==> src/rtl/id_pkg.sv <==
// id_pkg: decode constants and the ID/EXE control bundle.
// Build option ID_WB_BYPASS_EN enables write-first register reads.
package id_pkg;

  localparam logic [1:0] MODE_ALU = 2'b00;
  localparam logic [1:0] MODE_MEM = 2'b01;
  localparam logic [1:0] MODE_BR  = 2'b10;

  localparam logic [3:0] OP_AND = 4'b0000;
  localparam logic [3:0] OP_EOR = 4'b0001;
  localparam logic [3:0] OP_SUB = 4'b0010;
  localparam logic [3:0] OP_ADD = 4'b0100;
  localparam logic [3:0] OP_ADC = 4'b0101;
  localparam logic [3:0] OP_SBC = 4'b0110;
  localparam logic [3:0] OP_TST = 4'b1000;
  localparam logic [3:0] OP_CMP = 4'b1010;
  localparam logic [3:0] OP_ORR = 4'b1100;
  localparam logic [3:0] OP_MOV = 4'b1101;
  localparam logic [3:0] OP_MVN = 4'b1111;

  localparam logic [3:0] EXE_MOV = 4'b0001;
  localparam logic [3:0] EXE_ADD = 4'b0010;
  localparam logic [3:0] EXE_ADC = 4'b0011;
  localparam logic [3:0] EXE_SUB = 4'b0100;
  localparam logic [3:0] EXE_SBC = 4'b0101;
  localparam logic [3:0] EXE_AND = 4'b0110;
  localparam logic [3:0] EXE_ORR = 4'b0111;
  localparam logic [3:0] EXE_EOR = 4'b1000;
  localparam logic [3:0] EXE_MVN = 4'b1001;

  localparam logic [3:0] CC_EQ = 4'b0000;
  localparam logic [3:0] CC_NE = 4'b0001;
  localparam logic [3:0] CC_CS = 4'b0010;
  localparam logic [3:0] CC_CC = 4'b0011;
  localparam logic [3:0] CC_MI = 4'b0100;
  localparam logic [3:0] CC_PL = 4'b0101;
  localparam logic [3:0] CC_VS = 4'b0110;
  localparam logic [3:0] CC_VC = 4'b0111;
  localparam logic [3:0] CC_HI = 4'b1000;
  localparam logic [3:0] CC_LS = 4'b1001;
  localparam logic [3:0] CC_GE = 4'b1010;
  localparam logic [3:0] CC_LT = 4'b1011;
  localparam logic [3:0] CC_GT = 4'b1100;
  localparam logic [3:0] CC_LE = 4'b1101;
  localparam logic [3:0] CC_AL = 4'b1110;

  typedef struct packed {
    logic       wb_en;
    logic       mem_r_en;
    logic       mem_w_en;
    logic       b;
    logic       s;
    logic       imm;
    logic [3:0] exe_cmd;
  } ctrl_t;

  function automatic logic cond_ok(
    input logic [3:0] cond,
    input logic [3:0] sr
  );
    logic n, z, c, v, ok;
    {n, z, c, v} = sr;
    case (cond)
      CC_EQ:   ok = z;
      CC_NE:   ok = !z;
      CC_CS:   ok = c;
      CC_CC:   ok = !c;
      CC_MI:   ok = n;
      CC_PL:   ok = !n;
      CC_VS:   ok = v;
      CC_VC:   ok = !v;
      CC_HI:   ok = c && !z;
      CC_LS:   ok = !c || z;
      CC_GE:   ok = (n == v);
      CC_LT:   ok = (n != v);
      CC_GT:   ok = !z && (n == v);
      CC_LE:   ok = z || (n != v);
      CC_AL:   ok = 1'b1;
      default: ok = 1'b0;
    endcase
    return ok;
  endfunction

  function automatic ctrl_t decode(
    input logic [31:0] ins,
    input logic [3:0]  sr
  );
    ctrl_t      c;
    logic [1:0] md;
    logic [3:0] op;
    md = ins[27:26];
    op = ins[24:21];
    c = '0;
    c.imm = ins[25];
    unique case (1'b1)
      md == MODE_ALU: begin
        c.wb_en = 1'b1;
        c.s = ins[20];
        case (op)
          OP_MOV: c.exe_cmd = EXE_MOV;
          OP_MVN: c.exe_cmd = EXE_MVN;
          OP_ADD: c.exe_cmd = EXE_ADD;
          OP_ADC: c.exe_cmd = EXE_ADC;
          OP_SUB: c.exe_cmd = EXE_SUB;
          OP_SBC: c.exe_cmd = EXE_SBC;
          OP_AND: c.exe_cmd = EXE_AND;
          OP_ORR: c.exe_cmd = EXE_ORR;
          OP_EOR: c.exe_cmd = EXE_EOR;
          OP_CMP: begin
            c.exe_cmd = EXE_SUB;
            c.wb_en = 1'b0;
          end
          OP_TST: begin
            c.exe_cmd = EXE_AND;
            c.wb_en = 1'b0;
          end
          default: begin
            c.wb_en = 1'b0;
            c.s = 1'b0;
          end
        endcase
      end
      md == MODE_MEM: begin
        c.exe_cmd = EXE_ADD;
        c.mem_r_en = ins[20];
        c.wb_en = ins[20];
        c.mem_w_en = !ins[20];
      end
      md == MODE_BR: c.b = 1'b1;
      default: ;
    endcase
    if (!cond_ok(ins[31:28], sr)) begin
      c.wb_en = 1'b0;
      c.mem_r_en = 1'b0;
      c.mem_w_en = 1'b0;
      c.b = 1'b0;
      c.s = 1'b0;
    end
    return c;
  endfunction

endpackage

==> src/rtl/id_stage_pipe_register_file.sv <==
// register_file: 2 async read ports, 1 sync write port.
// ID_WB_BYPASS_EN: a same-cycle write is forwarded to the reads.
module register_file
  import id_pkg::*;
#(
  parameter int DW = 32,
  parameter int NREGS = 16,
  localparam int AW = $clog2(NREGS)
) (
  input  logic          clk,
  input  logic          rst,
  input  logic          i_we,
  input  logic [AW-1:0] i_waddr,
  input  logic [DW-1:0] i_wdata,
  input  logic [AW-1:0] i_raddr1,
  input  logic [AW-1:0] i_raddr2,
  output logic [DW-1:0] o_rdata1,
  output logic [DW-1:0] o_rdata2
);

  logic [DW-1:0] r_regs [NREGS];
  logic          w_wr;

  assign w_wr = i_we && (int'(i_waddr) < NREGS);

  // Clear on reset, otherwise one in-range write per cycle.
  always_ff @(posedge clk) begin
    if (!rst) begin
      for (int i = 0; i < NREGS; i++) begin
        r_regs[i] <= '0;
      end
    end else if (w_wr) begin
      r_regs[i_waddr] <= i_wdata;
    end
  end

  // Read ports, optionally forwarding the pending write.
  always_comb begin
    o_rdata1 = '0;
    o_rdata2 = '0;
    if (int'(i_raddr1) < NREGS) o_rdata1 = r_regs[i_raddr1];
    if (int'(i_raddr2) < NREGS) o_rdata2 = r_regs[i_raddr2];
`ifdef ID_WB_BYPASS_EN
    if (w_wr && i_raddr1 == i_waddr) o_rdata1 = i_wdata;
    if (w_wr && i_raddr2 == i_waddr) o_rdata2 = i_wdata;
`endif
  end

endmodule

==> src/rtl/id_stage_pipe.sv <==
// id_stage_pipe: ARM-subset decode, register read, ID/EXE register.
// Build option ID_WB_BYPASS_EN: write-first register reads.
module id_stage_pipe
  import id_pkg::*;
#(
  parameter int DW = 32,
  parameter int NREGS = 16,
  localparam int AW = $clog2(NREGS)
) (
  input  logic          clk,
  input  logic          rst,
  input  logic          in_valid,
  output logic          in_ready,
  input  logic [DW-1:0] pc_in,
  input  logic [31:0]   instruction,
  input  logic          hazard,
  input  logic          flush,
  input  logic [3:0]    sr,
  input  logic          wb_wb_en,
  input  logic [AW-1:0] wb_dest,
  input  logic [DW-1:0] wb_value,
  output logic          out_valid,
  output logic          wb_en,
  output logic          mem_r_en,
  output logic          mem_w_en,
  output logic          b,
  output logic          s,
  output logic          imm,
  output logic [3:0]    exe_cmd,
  output logic [DW-1:0] pc,
  output logic [DW-1:0] value_rn,
  output logic [DW-1:0] value_rm,
  output logic [11:0]   shift_operand,
  output logic [23:0]   imm_signed_24,
  output logic [AW-1:0] dest,
  output logic          two_src,
  output logic [AW-1:0] src_1,
  output logic [AW-1:0] src_2
);

  ctrl_t         w_ctrl;
  ctrl_t         r_ctrl;
  logic          w_xfer;
  logic          w_str;
  logic [DW-1:0] w_rn;
  logic [DW-1:0] w_rm;

  assign in_ready = !hazard;
  assign w_xfer = in_valid && in_ready;
  assign w_str = (instruction[27:26] == MODE_MEM)
               && !instruction[20];
  assign two_src = (!instruction[25]
               && instruction[27:26] == MODE_ALU) || w_str;
  assign src_1 = AW'(instruction[19:16]);
  assign src_2 = w_str ? AW'(instruction[15:12])
                       : AW'(instruction[3:0]);
  assign w_ctrl = decode(instruction, sr);

  register_file #(
    .DW(DW),
    .NREGS(NREGS)
  ) u_rf (
    .clk(clk),
    .rst(rst),
    .i_we(wb_wb_en),
    .i_waddr(wb_dest),
    .i_wdata(wb_value),
    .i_raddr1(src_1),
    .i_raddr2(src_2),
    .o_rdata1(w_rn),
    .o_rdata2(w_rm)
  );

  // ID/EXE register: flush/idle/stall insert a bubble, data holds.
  always_ff @(posedge clk) begin
    if (!rst) begin
      out_valid <= 1'b0;
      r_ctrl <= '0;
      pc <= '0;
      value_rn <= '0;
      value_rm <= '0;
      shift_operand <= '0;
      imm_signed_24 <= '0;
      dest <= '0;
    end else if (flush || !w_xfer) begin
      out_valid <= 1'b0;
      r_ctrl <= '0;
    end else begin
      out_valid <= 1'b1;
      r_ctrl <= w_ctrl;
      pc <= pc_in;
      value_rn <= w_rn;
      value_rm <= w_rm;
      shift_operand <= instruction[11:0];
      imm_signed_24 <= instruction[23:0];
      dest <= AW'(instruction[15:12]);
    end
  end

  assign wb_en = r_ctrl.wb_en;
  assign mem_r_en = r_ctrl.mem_r_en;
  assign mem_w_en = r_ctrl.mem_w_en;
  assign b = r_ctrl.b;
  assign s = r_ctrl.s;
  assign imm = r_ctrl.imm;
  assign exe_cmd = r_ctrl.exe_cmd;

endmodule

==> config.mk <==
export PLATFORM = sky130hd
export DESIGN_NAME = id_stage_pipe
export DESIGN_NICKNAME = d
export VERILOG_FILES = /design/src/rtl/id_pkg.sv /design/src/rtl/id_stage_pipe_register_file.sv /design/src/rtl/id_stage_pipe.sv
export SDC_FILE = /design/constraint.sdc
export NUM_CORES = 1
export LEC_CHECK = 0
export BUFFER_PORTS_ARGS = -buffer_cell sky130_fd_sc_hd__buf_4
export CAP_MARGIN = 20
export CORE_ASPECT_RATIO = 0.9
export CORE_MARGIN = 2
export CORE_UTILIZATION = 30
export DETAILED_ROUTE_END_ITERATION = 6
export PLACE_DENSITY = 0.52
export SETUP_SLACK_MARGIN = 0.5
export SLEW_MARGIN = 20
export SYNTH_ARGS = -nofsm -noshare
export SYNTH_HDL_FRONTEND = slang
export SYNTH_SLANG_ARGS = --single-unit
==> constraint.sdc <==
create_clock -name clk -period 4.9 [get_ports clk]
set_input_delay 0.98 -clock clk [delete_from_list [all_inputs] [get_ports clk]]
set_output_delay 0.98 -clock clk [all_outputs]
set_load 0.03 [all_outputs]
Word-level counts from Yosys, hierarchy flattened
Memories as Yosys holds them, arrays and structs flattened. A register that Yosys moved wholly into a read port is not among the register bits.
Cells that the tools add are included.
{"block": "totals", "out_inout_bits": 157, "memories": 1, "ramBits": 512, "ff_bits": 83, "wordCells": 94}
{"memory": "u_rf.r_regs", "depth": 16, "width": 32, "read_ports": 2, "rd_ports_with_merged_regs": 2, "write_ports": 16, "line_no": "id_stage_pipe_register_file.sv:21", "source": "logic [DW-1:0] r_regs [NREGS];"}
{"block": "classes", "bitwise_logic": 5, "reduce_logical": 33, "eq_ne": 28, "n_mux": 15}
{"op": "$eq A4 B4 Y1 const B", "count": 12}
{"op": "$pmux W4 S9", "count": 1}
{"op": "$mux W32", "count": 1}
{"op": "$reduce_or A32 Y1", "count": 1}
{"op": "$eq A4 B3 Y1 const B", "count": 7}
{"op": "$pmux W1 S15", "count": 1}
{"op": "$eq A4 B2 Y1 const B", "count": 3}
{"op": "$logic_not A1 Y1", "count": 12}
{"op": "$reduce_or A11 Y1", "count": 1}
{"op": "$reduce_or A9 Y1", "count": 1}
{"op": "$eq A4 B1 Y1 const B", "count": 2}
{"op": "$logic_not A4 Y1", "count": 2}
{"op": "$mux W1", "count": 8}
{"op": "$mux W4", "count": 2}
{"op": "$pmux W4 S2", "count": 1}
{"op": "$reduce_or A2 Y1", "count": 3}
{"op": "$logic_and A1 B1 Y1", "count": 5}
{"op": "$not A1 Y1", "count": 5}
{"op": "$reduce_or A5 Y1", "count": 1}
{"op": "$logic_or A1 B1 Y1", "count": 4}
{"op": "$reduce_or A4 Y1", "count": 1}
{"op": "$reduce_or A3 Y1", "count": 1}
{"op": "$eq A2 B1 Y1 const B", "count": 1}
{"op": "$eq A2 B2 Y1 const B", "count": 1}
{"op": "4 further kinds", "count": 4}

Logic depth before layout (Yosys ltp)
Gate-level depths: netlist (run 1).
{"block": "logic_depth", "word_depth": 5, "depth_mapped": 11, "ltp_nobuf": 7}

Hierarchy
A second synthesis (run 1) with hierarchy kept.
{"block": "unflattened", "cells_unflattened": 2324, "hier_area_um2": 31833.0}
{"module": "register_file", "area_per_inst_um2": 26530.4, "n_inst": 1, "cells_per_inst": 1687, "seq_area_each_um2": 15374.7}
{"module": "id_stage_pipe", "area_per_inst_um2": 5302.6, "n_inst": 1, "cells_per_inst": 637, "seq_area_each_um2": 2622.5}

Worst setup path after synthesis (run 1)
OpenSTA, ideal clock, no wires.
{"block": "synth_path", "path_type": "input to register", "startpoint": "input wb_dest[1]", "endpoint": "memory u_rf.r_regs[12][0], enable pin", "required_time_ns": 4.434, "setup_ns": 0.466, "cell_stages": 3, "path_slack_ns": 0.633, "arrival_time_ns": 3.801, "path_cell_list": "or3_1 > clkbuf_1 > o21ai_0"}
{"element": "start: declaration", "line_no": "id_stage_pipe.sv:20", "source": "input logic [AW-1:0] wb_dest,"}
{"element": "end: declaration", "line_no": "id_stage_pipe_register_file.sv:21"}

Worst setup path after layout (run 1)
{"block": "layout_path", "startpoint": "input instruction[20]", "endpoint": "output src_2[0]"}
{"block": "layout_between", "elab_chain_cells": 3}
{"element": "start: declaration", "line_no": "id_stage_pipe.sv:15", "source": "input logic [31:0] instruction,"}
{"element": "$logic_not A1 Y1", "line_no": "id_stage_pipe.sv:51", "source": "&& !instruction[20];"}
{"element": "$logic_and A1 B1 Y1", "line_no": "id_stage_pipe.sv:51"}
{"element": "$mux W4", "line_no": "id_stage_pipe.sv:55", "source": "assign src_2 = w_str ? AW'(instruction[15:12])"}
{"element": "end: declaration", "line_no": "id_stage_pipe.sv:38", "source": "output logic [AW-1:0] src_2"}
Every way passes these cells.

==> impl_metrics.py, run 1 <==
metrics = {
    "outcome": {
        "status": "completed",
    },
    "sta": {
        "finalSetupTns_ns": 0,
        "fmax_mhz": 277.7,
        "fin_worst_skew_ns": 0.01970,
        "maxSlewViolCount": 0,
        "slew_headroom_pct": 36.63,
        "period_share_pct": 73.48,
        "setup-violations-final": 0,
        "tightest_slew_ns": 0.9482,
        "rsz0062_at_grt": "false",
        "holdWs_ns": 0.4544,
        "hold_viol_final": 0,
        "fin_ws_ns": 1.300,
        "fin_crit_ns": 3.600,
    },
    "finish": {
        "layout.nets": 3128,
        "design_area_mm2": 0.03861,
        "fill_cells": 10580,
        "areaGrowthSynthToFinish_pct": 19.10,
        "drive_gt1_share_pct": 22.23,
        "antennaDiodeCount": 0,
    },
    "synth": {
        "syn-cell-area_mm2": 0.03241,
        "ys.flop_type": "edfxtp_1",
        "syn_nets": 2984,
        "synthArstFlopShare_pct": 0,
        "ys_ff_latch": 643,
        "ys_types": 47,
        "synth_edf_count": 512,
        "yosysWarnings": 0,
        "synth-seq-area-share_pct": 55.52,
        "syn_inst": 2874,
        "avgSynthCellArea_um2": 11.28,
    },
    "clock_tree": {
        "cts_resized": 0,
        "clkSlewWorstSetupHoldPaths_ns": 0.06,
        "htree_levels": 3,
        "cts_hold_buf": 0,
        "cts_sinks": 643,
        "tritoncts": "yes",
        "cts_setup_buffers": 0,
        "clockRootBuffer": "clkbuf_16",
        "clockBufferDepth": 3,
        "cts_buffers": 75,
        "clk_latency_ns": 0.64,
    },
    "min_path": {
        "min_from": "value_rn[5]",
        "hold_path_class": "reg2reg",
    },
    "pwr": {
        "peakVddDrop_mv": 0.2905,
        "finalPower_mw": 13.63,
        "power.share.clock_pct": 41.3,
        "power_frac_comb_pct": 12.0,
        "p_leak_nw": 14.09,
        "p_int_mw": 10.05,
        "power.density_mw_per_mm2": 353.0,
        "pwr-share-seq_pct": 46.7,
        "p_sw_share_pct": 26.25,
        "power_switching_mw": 3.578,
    },
    "floorplanning": {
        "die_h_um": 315.8,
        "fp-row-count": 114,
        "start_util_pct": 30.22,
        "io_pins": 267,
        "dieArea_mm2": 0.1107,
        "die_w_um": 350.5,
        "core_mm2": 0.1073,
    },
    "routing": {
        "routed_wl_um": 121000,
        "drtIter0Drc": 2700,
        "wl_per_cell_um": 26.70,
        "vias": 23970,
        "drtPass1Iterations": 6,
        "routed_via_density": 5.290,
        "drc_errors": 0,
        "drt.antenna.violating_nets": 0,
    },
    "critical_path": {
        "crit_fanout": 19,
        "crit_family": "buffers and inverters",
        "setup.worst_path.end_class": "primary output",
        "rrSetupSlack_ns": 3.06,
        "worstPathArrival_ns": 2.62,
        "worstPathCellList": "buf_4 -> or3b_1 -> mux2i_4 -> inv_4 -> buf_4",
        "cp-startpoint": "instruction[20]",
        "slowest_delay_ns": 0.63,
        "r2r-start": "u_rf.r_regs[10][20]",
        "path_class": "in2out",
        "worstPathBufferInverterCount": 3,
        "cp.required_ns": 3.92,
        "crit_slowest_cell": "or3b_1",
        "cp-start-kind": "input pin",
        "cp_common_cell": "buf_4",
    },
    "global_route": {
        "use_met1_pct": 30.07,
        "grt_pass1_vias": 23160,
        "busiest_layer": "met2",
        "antenna_found_initial": 16,
        "grt_usage_pct": 21.49,
        "grt_use_met2_pct": 33.84,
        "grt_overflow": 0,
        "grt_max_degree": 129,
        "use_met3_pct": 3.965,
        "grt_pass1_wl_um": 171200,
    },
    "place": {
        "pre_cts_ws_ns": 1.234,
        "place_congestion": 0.7922,
        "hpwl_um": 68480,
        "place_area_mm2": 0.03618,
        "portBuffers": 266,
    },
    "flow_run": {
        "max_cap_violations": 0,
    },
}
logic make-up (layout without fill, tap and decap cells):
family	after synthesis	count (layout)	share of synthesized area, %
AOI/OAI and AO/OA	427	427	7.751
buffers and inverters	291	498	4.099
DFF	643	643	55.52
xor gates and xnor gates	3	3	0.08107
muxes	170	170	11.27
and+or+nand+nor	1340	1340	21.28
final timing paths:
check,cells after the start,to
max,5,src_2[0]
min,2,value_rn[5]
max reg2reg,4,value_rn[20]
min reg2reg,2,value_rn[5]
power by group through the flow:
| stage | clock network [mW] | logic [mW] | registers [mW] |
|---|---|---|---|
| 6_report | 5.63 | 1.64 | 6.37 |
| 5_1_grt | 5.92 | 1.74 | 6.39 |
| 4_1_cts | 5.72 | 1.64 | 6.36 |
| 3_5_place_dp | 0 | 1.63 | 6.47 |
| 3_3_place_gp | 0 | 1.63 | 6.47 |
| 2_1_floorplan | 0 | 0.925 | 6.49 |
through the flow:
stage	util (%)	instances
2_1_floorplan	-	2874
3_3_place_gp	33.70	4390
3_5_place_dp	33.73	4391
4_1_cts	35.99	4531
5_1_grt	35.99	4531
6_report	35.99	4531
worst reg2reg max path: cells and delay by family, from the launching register on:
family | cells | cell delay, ns
flip-flops | 1 | 0.42
AND/OR/NAND/NOR | 2 | 0.28
multiplexers | 2 | 1.04
registers in the layout, summed over array words and instances (netlist names), 4 cells and up:
| name | count |
|---|---|
| u_rf.r_regs | 512 |
| imm_signed_24 | 13 |
| shift_operand | 11 |
| pc | 32 |
| exe_cmd | 4 |
| value_rm | 32 |
| value_rn | 32 |
cell type report:
cell class                      count  area [µm²]  area share (%)
Clock inverter                     24       232.7          0.6028
Sequential cell                   643       18000           46.62
Timing Repair Buffer              347        2912           7.542
Tap cell                         1450        1814           4.699
Multi-Input combinational cell   1940       13410           34.73
Inverter                           11       48.80          0.1264
Clock buffer                      116        2195           5.685
metal layers:
layer	part of all wire (%)	wire length (µm)
met4	2.8	3373
met2	46	55130
met5	0.059	71
met3	9.1	10950
met1	43	51450
cell usage in the layout, fill, tap and decap left out, types with 9 or more instances in the layout:
cell	n
dfxtp_1	131
a21boi_0	56
o21ai_4	15
o22ai_1	32
nor2_4	12
a21oi_1	200
nand2_1	575
a22oi_1	64
nor4_2	31
edfxtp_1	512
buf_12	22
buf_4	322
clkinv_2	9
nand3_1	157
and2_1	512
mux4_2	154
clkbuf_1	28
mux2i_1	14
clkbuf_8	10
clkbuf_16	78
o21ai_0	49
synthesized netlist by cell type (2+ instances only):
| master | instances | area, µm² |
|---|---|---|
| nand2_1 | 576 | 2162 |
| and2_1 | 512 | 3203 |
| edfxtp_1 | 512 | 15370 |
| a21oi_1 | 200 | 1001 |
| clkbuf_1 | 180 | 675.7 |
| nand3_1 | 158 | 790.8 |
| mux4_2 | 154 | 3468 |
| dfxtp_1 | 131 | 2623 |
| a22oi_1 | 64 | 480.5 |
| o21ai_0 | 61 | 305.3 |
| a21boi_0 | 56 | 420.4 |
| buf_2 | 42 | 210.2 |
| o22ai_1 | 32 | 200.2 |
| buf_4 | 31 | 232.7 |
| nor4_2 | 31 | 387.9 |
| buf_1 | 18 | 67.56 |
| nor2_1 | 18 | 67.56 |
| mux2i_1 | 14 | 140.1 |
| nor3_1 | 12 | 60.06 |
| inv_1 | 10 | 37.54 |
| nand2b_1 | 10 | 62.56 |
| buf_6 | 9 | 101.4 |
| and3_1 | 6 | 37.54 |
| nor3b_1 | 4 | 30.03 |
| a211oi_1 | 3 | 22.52 |
| o21ai_1 | 3 | 15.01 |
| mux2i_4 | 2 | 45.04 |
| nand4_1 | 2 | 12.51 |
| nor2b_1 | 2 | 12.51 |
| nor4_1 | 2 | 12.51 |
| nor4b_1 | 2 | 17.52 |
| xnor2_1 | 2 | 17.52 |
No activity file was read; power rests on OpenSTA's default activity.
==> run 2: changes to the inputs <==
--- a/config.mk
+++ b/config.mk
@@ -5,13 +5,14 @@
 export SDC_FILE = /design/constraint.sdc
 export NUM_CORES = 1
 export LEC_CHECK = 0
+export ABC_AREA = 1
 export BUFFER_PORTS_ARGS = -buffer_cell sky130_fd_sc_hd__buf_4
 export CAP_MARGIN = 20
 export CORE_ASPECT_RATIO = 0.9
 export CORE_MARGIN = 2
 export CORE_UTILIZATION = 30
 export DETAILED_ROUTE_END_ITERATION = 6
-export PLACE_DENSITY = 0.52
+export PLACE_DENSITY = 0.53
 export SETUP_SLACK_MARGIN = 0.5
 export SLEW_MARGIN = 20
 export SYNTH_ARGS = -nofsm -noshare
==> constraint.sdc (replaced) <==
create_clock -name clk -period 2.95 [get_ports clk]
set_input_delay 0.59 -clock clk [delete_from_list [all_inputs] [get_ports clk]]
set_output_delay 0.59 -clock clk [all_outputs]
set_load 0.03 [all_outputs]
==> run 2 against run 1 <==
  * Synthesized cell count rose by 46%
  * Worst setup slack lost 0.79 ns
  * Global-route usage up 2.0 points
  * Sequential cell count unchanged
  * Total power up 72%
  * Clock skew increased by 0.0061 ns
  * Sequential share of layout area fell by 2.0 points
  * Clock power up 69%
  * Wire length rose by 15%
  * Via count rose by 29%
  * Count of clock-buffer cells in the layout shrank 22
==> impl_metrics.py, run 2 <==
metrics = {
    "outcome": {
        "status": "completed",
    },
    "synth": {
        "synthArstFlopShare_pct": 0,
        "syn_inst": 4190,
        "yosysWarnings": 0,
        "synth_edf_count": 512,
        "synth.area.top_cells": "edfxtp_1, nand3_1, dfxtp_1",
        "synth_most_common_cell": "nand3_1",
        "synth_top_cell_area_share_pct": 45.46,
        "synth-seq-area-share_pct": 53.21,
        "ys_types": 30,
        "syn-cell-area_mm2": 0.03382,
        "avgSynthCellArea_um2": 8.072,
        "ys.flop_type": "edfxtp_1",
        "syn_nets": 4300,
        "synth_commonest_cells": "nand3_1, nor2_1, inv_1, edfxtp_1, nand2_1",
        "synth_top_cell_by_area": "edfxtp_1",
        "ys_ff_latch": 643,
    },
    "pwr": {
        "finalPower_mw": 23.50,
        "power.density_mw_per_mm2": 582.5,
        "p_leak_nw": 17.48,
        "peakVddDrop_mv": 0.4074,
    },
    "floorplanning": {
        "core_mm2": 0.1115,
        "dieArea_mm2": 0.1154,
        "die_w_um": 357.9,
        "io_pins": 267,
        "die_h_um": 322.5,
        "start_util_pct": 30.34,
        "fp-row-count": 116,
    },
    "routing": {
        "drt.antenna.violating_nets": 0,
        "routed_wl_um": 139700,
        "wl_per_cell_um": 23.83,
        "drtIter0Drc": 4214,
        "routed_via_density": 5.264,
        "drtPass1Iterations": 6,
        "drc_errors": 0,
        "vias": 30870,
    },
    "critical_path": {
        "timing.rr.end": "value_rn[6]",
        "r2r-start": "u_rf.r_regs[14][6]",
        "worstPathArrival_ns": 1.85,
        "worstPathCellList": "buf_4 -> inv_1 -> nand3_4 -> buf_4 -> nand2_4 -> nand2_8 -> buf_16 -> buf_4",
        "worstPathBufferInverterCount": 5,
        "cp.required_ns": 2.36,
        "crit_family": "buffers and inverters",
        "cp_common_cell": "buf_4",
        "reg2reg_depth": 8,
        "crit_fanout": 37,
        "cp-start-kind": "input pin",
        "setup.worst_path.end_class": "primary output",
        "slowest_delay_ns": 0.21,
        "rrSetupSlack_ns": 1.50,
        "cp_num_cells": 8,
        "crit_slowest_cell": "buf_4",
        "path_class": "in2out",
    },
    "clock_tree": {
        "clockBufferDepth": 3,
        "cts_sinks": 643,
        "clk_latency_ns": 0.66,
        "cts_buffers": 75,
        "clockRootBuffer": "clkbuf_16",
        "tritoncts": "yes",
        "htree_levels": 3,
        "clkSlewWorstSetupHoldPaths_ns": 0.06,
    },
    "global_route": {
        "antenna_found_initial": 4,
        "grt_pass1_wl_um": 198100,
        "grt_overflow": 0,
        "grt_max_degree": 103,
        "grt_usage_pct": 23.50,
        "grt_pass1_vias": 28200,
    },
    "finish": {
        "areaGrowthSynthToFinish_pct": 19.30,
        "final_cell_mix": "nand3_1, nor2_1, inv_1, edfxtp_1, nand2_1",
        "layout.nets": 4435,
        "fill_cells": 11380,
        "regMostFlops": "u_rf.r_regs",
        "final_cells": 5863,
        "final_common_cell": "nand3_1",
        "largest_reg_flops": 512,
        "drive_gt1_share_pct": 13.17,
        "antennaDiodeCount": 0,
    },
    "min_path": {
        "hold_path_class": "in2reg",
        "hold_path_end": "exe_cmd[1]",
        "min_from": "instruction[27]",
        "hold_depth": 2,
    },
    "place": {
        "pre_cts_ws_ns": 0.2385,
        "place_congestion": 0.8457,
        "portBuffers": 266,
        "dp.cells": 5716,
        "hpwl_um": 80680,
    },
    "sta": {
        "period_share_pct": 82.63,
        "slew_headroom_pct": 25.33,
        "finalSetupTns_ns": 0,
        "fin_ws_ns": 0.5123,
        "fmax_mhz": 410.2,
        "fin_worst_skew_ns": 0.02579,
        "tightest_slew_ns": 1.118,
        "fin_crit_ns": 2.438,
        "maxSlewViolCount": 0,
        "setup-violations-final": 0,
        "hold_viol_final": 0,
        "rsz0062_at_grt": "false",
    },
    "flow_run": {
        "max_cap_violations": 0,
    },
}
run 2: cell count changes in the layout (fill, tap and decap cells not counted), sizes merged, moves of 154 or more:
cell   before  now
nor2       18  631
inv        14  567
nand3     158  708
and2      513    0
o21ai      64  338
mux4      154    0
run 2: how the worst max path moves through the flow:
stage | endpoint | startpoint | slack (ns)
final | src_2[0] | instruction[20] | 0.51
after global routing | src_2[0] | instruction[20] | 0.50
after CTS | src_2[2] | instruction[20] | 0.50
after detailed placement | value_rm[13] | instruction[20] | 0.24
after global placement | value_rn[2] | hazard | 0.23
after floorplan | u_rf.r_regs[4][0] | wb_wb_en | 0.51
run 2: layer usage:
layer  vias up  part of all wire [%]  track usage (%)
met5         -                 0.035                0
met4         8                   3.1            8.015
met3       259                    11            5.092
met2      1780                    43            35.30
met1     14710                    42            33.30
li1      14110                     -                -
run 2: logic make-up after synthesis:
kind of cell	Yosys count	share of synthesized area, %
buffers and inverters	922	11.31
and+or+nand+nor	1913	24.55
DFF	643	53.21
xor gates and xnor gates	1	0.02590
AOI/OAI and AO/OA	711	10.91
run 2: metrics by stage:
stage,hold slack [ns],util (%),cell area (µm²)
after floorplan,0.5904,-,33820
after global placement,0.4581,33.93,37820
after detailed placement,0.4692,33.93,37820
after CTS,0.1256,36.17,40320
after global routing,0.1477,36.20,40350
final,0.1562,36.20,40350
run 2: worst reg2reg max path, stage by stage (launching register included):
cell and delay [ns]:
edfxtp_1 0.33, inv_1 0.05, a21oi_1 0.13, o21ai_0 0.12, nand3_1 0.10, nand3_1 0.12
a21oi_1 0.37, a21oi_1 0.08, nor2_1 0.09
run 2: where the power goes:
group | leakage, nW | total, mW | switching [mW] | internal, mW
registers | 5.95 | 10.5 | 0.224 | 10.3
clock network | 1.20 | 9.50 | 4.02 | 5.49
logic | 10.3 | 3.50 | 2.42 | 1.08
run 2: repair_timing:
item	4_1_cts	5_1_grt
pin swaps	4	1
hold buffers	0	0
buffers inserted	3	4
gates resized for setup	4	1
setup endpoints to repair	4	2
run 2: cell type report:
class,count,area [µm²],area share (%)
flip-flops and latches,643,18000,44.60
multi-input cells,2625,12160,30.14
repair buffers,415,3759,9.315
inverters,565,2133,5.287
clock buffers,94,2021,5.008
well taps,1475,1846,4.574
clock inverters,46,430.4,1.067
